===== src/rtl/alu_result_uart_tx.sv =====
// Buffers LENGTH-bit ALU results in a small FIFO and streams each word out
// over UART 8N1, least-significant byte first.
module alu_result_uart_tx #(
    parameter int LENGTH       = 32,
    parameter int CLKS_PER_BIT = 434,
    parameter int FIFO_DEPTH   = 4
) (
    input  logic                          clk,
    input  logic                          rst_n,
    input  logic                          res_valid,
    input  logic [LENGTH-1:0]             res_data,
    output logic                          res_ready,
    output logic                          tx,
    output logic                          busy,
    output logic                          overflow,
    output logic [$clog2(FIFO_DEPTH):0]   fifo_count
);

    localparam int NBYTES = LENGTH / 8;
    localparam int PTR_W  = $clog2(FIFO_DEPTH);
    localparam int CNT_W  = $clog2(FIFO_DEPTH) + 1;
    localparam int BAUD_W = $clog2(CLKS_PER_BIT);
    localparam int BYTE_W = (NBYTES > 1) ? $clog2(NBYTES) : 1;

    typedef enum logic [1:0] {
        S_IDLE  = 2'd0,
        S_START = 2'd1,
        S_DATA  = 2'd2,
        S_STOP  = 2'd3
    } state_t;

    state_t              state_r;
    state_t              state_s;
    logic [LENGTH-1:0]   mem_r [FIFO_DEPTH];
    logic [PTR_W-1:0]    wr_ptr_r;
    logic [PTR_W-1:0]    rd_ptr_r;
    logic [CNT_W-1:0]    count_r;
    logic                overflow_r;
    logic [LENGTH-1:0]   shift_r;
    logic [LENGTH-1:0]   shift_s;
    logic [BAUD_W-1:0]   baud_r;
    logic [2:0]          bit_r;
    logic [BYTE_W-1:0]   byte_r;
    logic                tx_r;
    logic                tx_s;
    logic                push_s;
    logic                pop_s;
    logic                full_s;
    logic                baud_done_s;
    logic                last_byte_s;

    assign full_s      = (count_r == CNT_W'(FIFO_DEPTH));
    assign push_s      = res_valid & ~full_s;
    assign pop_s       = (state_r == S_IDLE) & (count_r != {CNT_W{1'b0}});
    assign baud_done_s = (baud_r == BAUD_W'(CLKS_PER_BIT - 1));
    assign last_byte_s = (byte_r == BYTE_W'(NBYTES - 1));

    assign res_ready  = ~full_s;
    assign fifo_count = count_r;
    assign tx         = tx_r;
    assign overflow   = overflow_r;
    assign busy       = (state_r != S_IDLE) | (count_r != {CNT_W{1'b0}});

    // FSM state register
    always_ff @(posedge clk or negedge rst_n) begin
        if (!rst_n) begin
            state_r <= S_IDLE;
        end else begin
            state_r <= state_s;
        end
    end

    // FSM next-state logic; bytes of one word run back to back without idle
    always_comb begin
        state_s = state_r;
        case (state_r)
            S_IDLE: begin
                if (pop_s) state_s = S_START;
                else       state_s = S_IDLE;
            end
            S_START: begin
                if (baud_done_s) state_s = S_DATA;
                else             state_s = S_START;
            end
            S_DATA: begin
                if (baud_done_s && (bit_r == 3'd7)) state_s = S_STOP;
                else                                state_s = S_DATA;
            end
            S_STOP: begin
                if (!baud_done_s)     state_s = S_STOP;
                else if (last_byte_s) state_s = S_IDLE;
                else                  state_s = S_START;
            end
            default: state_s = S_IDLE;
        endcase
    end

    // FSM outputs: next shift-register contents and next tx level
    always_comb begin
        shift_s = shift_r;
        tx_s    = 1'b1;
        if (pop_s) begin
            shift_s = mem_r[rd_ptr_r];
        end else if ((state_r == S_DATA) && baud_done_s) begin
            shift_s = shift_r >> 1;
        end else begin
            shift_s = shift_r;
        end
        case (state_s)
            S_IDLE:  tx_s = 1'b1;
            S_START: tx_s = 1'b0;
            S_DATA:  tx_s = shift_s[0];
            S_STOP:  tx_s = 1'b1;
            default: tx_s = 1'b1;
        endcase
    end

    // Serializer datapath: baud, bit and byte counters plus registered tx
    always_ff @(posedge clk or negedge rst_n) begin
        if (!rst_n) begin
            shift_r <= {LENGTH{1'b0}};
            baud_r  <= {BAUD_W{1'b0}};
            bit_r   <= 3'd0;
            byte_r  <= {BYTE_W{1'b0}};
            tx_r    <= 1'b1;
        end else begin
            shift_r <= shift_s;
            tx_r    <= tx_s;
            if ((state_r == S_IDLE) || baud_done_s) baud_r <= {BAUD_W{1'b0}};
            else                                    baud_r <= baud_r + BAUD_W'(1);
            if (state_r == S_START)                   bit_r <= 3'd0;
            else if ((state_r == S_DATA) && baud_done_s) bit_r <= bit_r + 3'd1;
            else                                      bit_r <= bit_r;
            if (state_r == S_IDLE)                                     byte_r <= {BYTE_W{1'b0}};
            else if ((state_r == S_STOP) && baud_done_s && !last_byte_s) byte_r <= byte_r + BYTE_W'(1);
            else                                                       byte_r <= byte_r;
        end
    end

    // FIFO pointers, occupancy and sticky overflow flag
    always_ff @(posedge clk or negedge rst_n) begin
        if (!rst_n) begin
            wr_ptr_r   <= {PTR_W{1'b0}};
            rd_ptr_r   <= {PTR_W{1'b0}};
            count_r    <= {CNT_W{1'b0}};
            overflow_r <= 1'b0;
        end else begin
            if (push_s) wr_ptr_r <= wr_ptr_r + PTR_W'(1);
            if (pop_s)  rd_ptr_r <= rd_ptr_r + PTR_W'(1);
            case ({push_s, pop_s})
                2'b10:   count_r <= count_r + CNT_W'(1);
                2'b01:   count_r <= count_r - CNT_W'(1);
                default: count_r <= count_r;
            endcase
            if (res_valid && full_s) overflow_r <= 1'b1;
        end
    end

    // FIFO storage; contents need no reset since occupancy gates every read
    always_ff @(posedge clk) begin
        if (push_s) mem_r[wr_ptr_r] <= res_data;
    end

endmodule


===== config.mk =====
export PLATFORM = sky130hd
export DESIGN_NAME = alu_result_uart_tx
export DESIGN_NICKNAME = d
export VERILOG_FILES = /design/src/rtl/alu_result_uart_tx.sv
export SDC_FILE = /design/constraint.sdc
export NUM_CORES = 1
export LEC_CHECK = 0
export BUFFER_PORTS_ARGS = -buffer_cell sky130_fd_sc_hd__clkbuf_2
export CAP_MARGIN = 20
export CORE_MARGIN = 1
export CORE_UTILIZATION = 64
export DETAILED_ROUTE_END_ITERATION = 7
export PLACE_DENSITY = 0.87
export SLEW_MARGIN = 20
export SYNTH_ARGS = -nofsm -noshare
export SYNTH_HDL_FRONTEND = slang
export SYNTH_SLANG_ARGS = --single-unit

===== constraint.sdc =====
create_clock -name clk -period 7.25 [get_ports clk]
set_input_delay 2.175 -clock clk [delete_from_list [all_inputs] [get_ports clk]]
set_output_delay 2.175 -clock clk [all_outputs]
set_load 0.03 [all_outputs]

* Word level (Yosys, flattened, before mapping)
Memories as Yosys holds them, arrays and structs flattened.
Index checks and enable logic that the tools add are counted.
** Cells by class
- Add/subtract/negate cells :: 7
- Reductions and logical operators :: 16
- Equal/unequal tests :: 12
- Bitwise gates (word level) :: 4
- Mux-type cells :: 17
** Operators with widths (count)
- 32-bit 2-to-1 mux :: 2
- 2-bit equality test, second input constant :: 6
- 2-bit nonzero test :: 5
- 9-bit by 1-bit adder with 9-bit output, second input constant :: 1
- 9-bit equality test, second input constant :: 1
- 9-bit 2-to-1 mux :: 1
- 2-bit 2-to-1 mux :: 4
- 2-bit one-hot mux with 4 select lines :: 1
- 2-bit by 1-bit adder with 2-bit output, second input constant :: 3
- 3-bit by 1-bit adder with 3-bit output, second input constant :: 2
- 2-bit by 1-bit equality test with 1-bit output, second input constant :: 3
- 3-bit equality test, second input constant :: 2
- 3-bit 2-to-1 mux :: 2
- 3-bit one-hot mux with 2 select lines :: 1
- 1-bit logical AND :: 5
- 1-bit 2-to-1 mux :: 5
- 2-bit logical NOT :: 2
- 1-bit one-hot mux with 3 select lines :: 1
- 3-bit nonzero test :: 1
- 3-bit by 1-bit subtractor with 3-bit output, second input constant :: 1
- 1-bit AND :: 2
- 2-bit OR reduction :: 1
- 1-bit logical NOT :: 1
- 1-bit logical OR :: 1
- other kinds (2) :: 2
** Storage, ports and cells
- Flip-flop bits (word level) :: 57
- Output and inout port bits :: 7
- Input port bits :: 35
- RAM bits :: 128
- Memories kept :: 1
** Memories
- mem_r :: depth 4, width 32, read ports 1, clocked after Yosys merged registers in 0, wr ports 1, RTL line 34 : logic [LENGTH-1:0] mem_r [FIFO_DEPTH];

* Logic depth before layout (Yosys ltp)
- Word-level depth :: 7
- Depth in mapped cells :: 10
- Gate-level depth less buffers :: 9

* Least setup slack after synthesis
OpenSTA, ideal clock, no wires.
- Path type :: input -> register
- From :: in res_valid
- To :: mem mem_r[2][0], enable pin
- Stages :: 1
- Setup slack :: 3849 ps
- Library setup time :: 392 ps
- Path buffers :: 0
- Arrival time :: 3008 ps
- Path through :: and3_1
** On the way
- Longest elaborated chain between the ends :: 3
** RTL lines
- from (decl) :: RTL line 10 : input logic res_valid,
- 1-bit AND :: RTL line 53 : assign push_s = res_valid & ~full_s;
- 1-bit 2-to-1 mux :: RTL line 161 : if (push_s) mem_r[wr_ptr_r] <= res_data;
- 1-bit 2-to-1 mux (implied by the code) :: RTL line 161
- to (decl) :: RTL line 34
Every way passes these cells.

* Worst setup path in the final report
- From :: reg count_r[1], in the netlist fifo_count[1]
- To :: out busy
** On the way
- Longest elaborated chain between the ends :: 2
** RTL lines
- from (decl) :: RTL line 37 : logic [CNT_W-1:0] count_r;
- from (signal assigned) :: RTL line 145 : count_r <= {CNT_W{1'b0}};
- from (signal assigned) :: RTL line 151 : 2'b10: count_r <= count_r + CNT_W'(1);
- from (signal assigned) :: RTL line 152 : 2'b01: count_r <= count_r - CNT_W'(1);
- 3-bit nonzero test :: RTL line 62 : assign busy = (state_r != S_IDLE) | (count_r != {CNT_W{1'b0}});
- 1-bit bitwise OR :: RTL line 62
- to (decl) :: RTL line 14 : output logic busy,
Every way passes these cells.

==> impl_metrics.env <==
export IMPL_run_status="finished, final reports clean"
export IMPL_power_switching_mw=0.925
export IMPL_crit_required_ps=5080
export IMPL_placed_cell_area_mm2=0.00778
export IMPL_slew_limit_headroom_pct=50.0
export IMPL_vias=3885
export IMPL_cp_end_kind="output port"
export IMPL_grt_overflow=0
export IMPL_fin_area_mm2=0.00839
export IMPL_cts_root_buffer="clkbuf_16"
export IMPL_crit_buf_inv=1
export IMPL_grt_util_all_layers_pct=24.4
export IMPL_seq_power_share_pct=48.5
export IMPL_synthCells=434
export IMPL_max_freq_ghz=0.258
export IMPL_die_h_um=110
export IMPL_hold_viol=0
export IMPL_internal_power_mw=2.34
export IMPL_clock_sinks=185
export IMPL_globalRouteMet1Util_pct=30.2
export IMPL_clockPowerShare_pct=29.1
export IMPL_finalMaxSlewViolations=0
export IMPL_die_w_um=110
export IMPL_ys_seq_area_share_pct=71.0
export IMPL_ios=42
export IMPL_rows=38
export IMPL_start_kind="register"
export IMPL_syn_nets=482
export IMPL_ctsResizeCount=0
export IMPL_synth_area_top_cells="edfxtp_1 52%, dfrtp_1 19%, mux4_2 9.7%"
export IMPL_period_minus_slack_ps=3870
export IMPL_synthArstFlopShare_pct=30.8
export IMPL_pwr_share_comb_pct=22.4
export IMPL_synth_edf_count=128
export IMPL_drt_wl_total_um=12800
export IMPL_wl_per_cell_um=20.2
export IMPL_num_antenna_cells=0
export IMPL_final_antenna_net_count=0
export IMPL_synth_cell_types=43
export IMPL_vias_per_cell=6.12
export IMPL_drive_above_1_share_pct=23.8
export IMPL_globalRoute_busiestLayer="met2"
export IMPL_antenna_found_initial=0
export IMPL_cp_max_fo=5
export IMPL_cap_violations=0
export IMPL_nets=530
export IMPL_cts_setup_buffers=0
export IMPL_worstPathArrival_ps=1690
export IMPL_leakagePower_nw=3.10
export IMPL_hold_class="register to register"
export IMPL_path_delay_family="simple AND/OR/NAND/NOR gates"
export IMPL_post_dp_hpwl_um=7400
export IMPL_worst_pin_slew_ps=750
export IMPL_ctsHoldBuffers=0
export IMPL_syn_area_per_cell_um2=17.1
export IMPL_core_mm2=0.0111
export IMPL_rsz0062_at_grt="no"
export IMPL_yosysTopAreaCellShare_pct=51.7
export IMPL_use_met3_pct=6.40
export IMPL_slowest_delay_ps=520
export IMPL_synthFlopType="edfxtp_1"
export IMPL_powerDensity_mw_per_mm2=389
export IMPL_areaGrowthSynthToFinish_pct=12.9
export IMPL_finalPower_mw=3.26
export IMPL_ys_ff_latch=185
export IMPL_dpl_cell_count=603
export IMPL_met2_usage_pct=41.3
export IMPL_gp_congestion=0.765
export IMPL_setup_violations=0
export IMPL_yosysTopAreaCell="edfxtp_1"
export IMPL_fin_worst_skew_ps=6.36
export IMPL_clockBufferDepth=2
export IMPL_drt_initial_drc_count=350
export IMPL_firstDrtPassIters=5
export IMPL_clock_latency_ps=420
export IMPL_cts_tree="done"
export IMPL_instances_no_fill=635
export IMPL_grt_pass1_wl_um=20600
export IMPL_cp_slowest_cell="nor3_1"
export IMPL_clk_pin_slew_ps=60
export IMPL_ir_drop_mv=0.355
export IMPL_drc=0
export IMPL_ys_warn_count=0
export IMPL_p_sw_share_pct=28.4
export IMPL_start_util_pct=67.1
export IMPL_worst_setup_path_type="register to output port"
export IMPL_io_buffers=41
export IMPL_crit_chain="nor3_1 -> nand2_1 -> clkbuf_2"
export IMPL_fin_tns_setup_ps=0
export IMPL_grt_max_degree=63
export IMPL_htreeDepth=4
export IMPL_dieArea_mm2=0.0120
export IMPL_cts_buffers=17
export IMPL_grt_pass1_vias=4000
export IMPL_netlist_area_mm2=0.00743
export IMPL_fin_crit_sh_pct=53.4
[cell usage in the layout, fill, tap and decap left out, types with 4 or more instances in the layout]
cell	instances
a21o_1	7
a22o_1	8
and3_1	5
buf_4	9
bufinv_16	4
clkbuf_16	17
clkbuf_2	41
dfrtp_1	55
edfxtp_1	128
ha_1	12
inv_1	14
mux2i_1	25
mux4_2	32
nand2_1	34
nor2_1	16
o21ai_1	23
o22ai_1	4
xnor2_1	8
xor2_1	6
[per-stage QoR]
stage / hold WS, ps / setup WS (ps) / util [%]
floorplan: 449 / 3850 / -
global placement: 461 / 3740 / 70.2
detailed placement: 468 / 3690 / 70.2
CTS: 482 / 3340 / 75.7
global route: 493 / 3260 / 75.7
finish: 479 / 3380 / 75.7
[cells in the mapped netlist (all sizes together) (3+ instances only)]
library cell / n
a21o: 7
a22o: 8
and3: 5
buf: 9
clkbuf: 12
dfrtp: 56
edfxtp: 128
ha: 12
inv: 14
mux2i: 25
mux4: 32
nand2: 34
nand3: 3
nor2: 16
nor3: 4
o21ai: 27
o22ai: 4
xnor2: 8
xor2: 6
[registers in the layout, summed over array words and instances, names as in the netlist]
name	flops
baud_r	9
bit_r	3
byte_r	2
fifo_count	3
mem_r	128
overflow	1
rd_ptr_r	2
shift_r	32
state_r	2
tx	1
wr_ptr_r	2
[per-layer routing]
metal	part of all wire (%)	routed length [um]
met4	2.0	262
met3	4.5	581
met2	53	6770
met1	41	5220
met5	0	0
[power by group through the flow]
stage / registers [mW] / logic (mW) / clock network (mW)
after floorplan: 1.54 / 0.576 / 0
after global placement: 1.58 / 0.703 / 0
after detailed placement: 1.60 / 0.732 / 0
after CTS: 1.59 / 0.747 / 0.963
after global routing: 1.61 / 0.806 / 1.00
final: 1.58 / 0.731 / 0.949
[cell type report]
type	count	area (um^2)
sequential	185	5270
fill	611	2690
multi-input combinational	214	2000
clock buffer	19	433
timing repair buffer	50	273
clock inverter	13	179
tap	140	175
inverter	14	52.6
[kinds of logic after synthesis]
family          Yosys count  share of synthesized area (%)
mux                      58                           13.2
compound gates           56                           5.04
simple gates             73                           4.70
buf+inv                  35                           2.14
fa+ha+maj                13                           2.29
xor+xnor                 14                           1.65
flops                   185                           71.0
[path summary, 6_finish.rpt]
| check | from | to | slack (ps) | cells past startpoint |
|---|---|---|---|---|
| min in group asynchronous | rst_n | bit_r[0]$_DFFE_PN0P_ | 1910 | 2 |
| max reg2reg | state_r[1]$_DFF_PN0_ | fifo_count[2]$_DFFE_PN0P_ | 4580 | 8 |
| max in group asynchronous | rst_n | rd_ptr_r[0]$_DFFE_PN0P_ | 4810 | 2 |
| max | fifo_count[1]$_DFFE_PN0P_ | busy | 3380 | 3 |
| min reg2reg | shift_r[10]$_DFFE_PN0P_ | shift_r[10]$_DFFE_PN0P_ | 480 | 1 |
| min | shift_r[10]$_DFFE_PN0P_ | shift_r[10]$_DFFE_PN0P_ | 480 | 1 |
(Power assumes the default switching activity.)
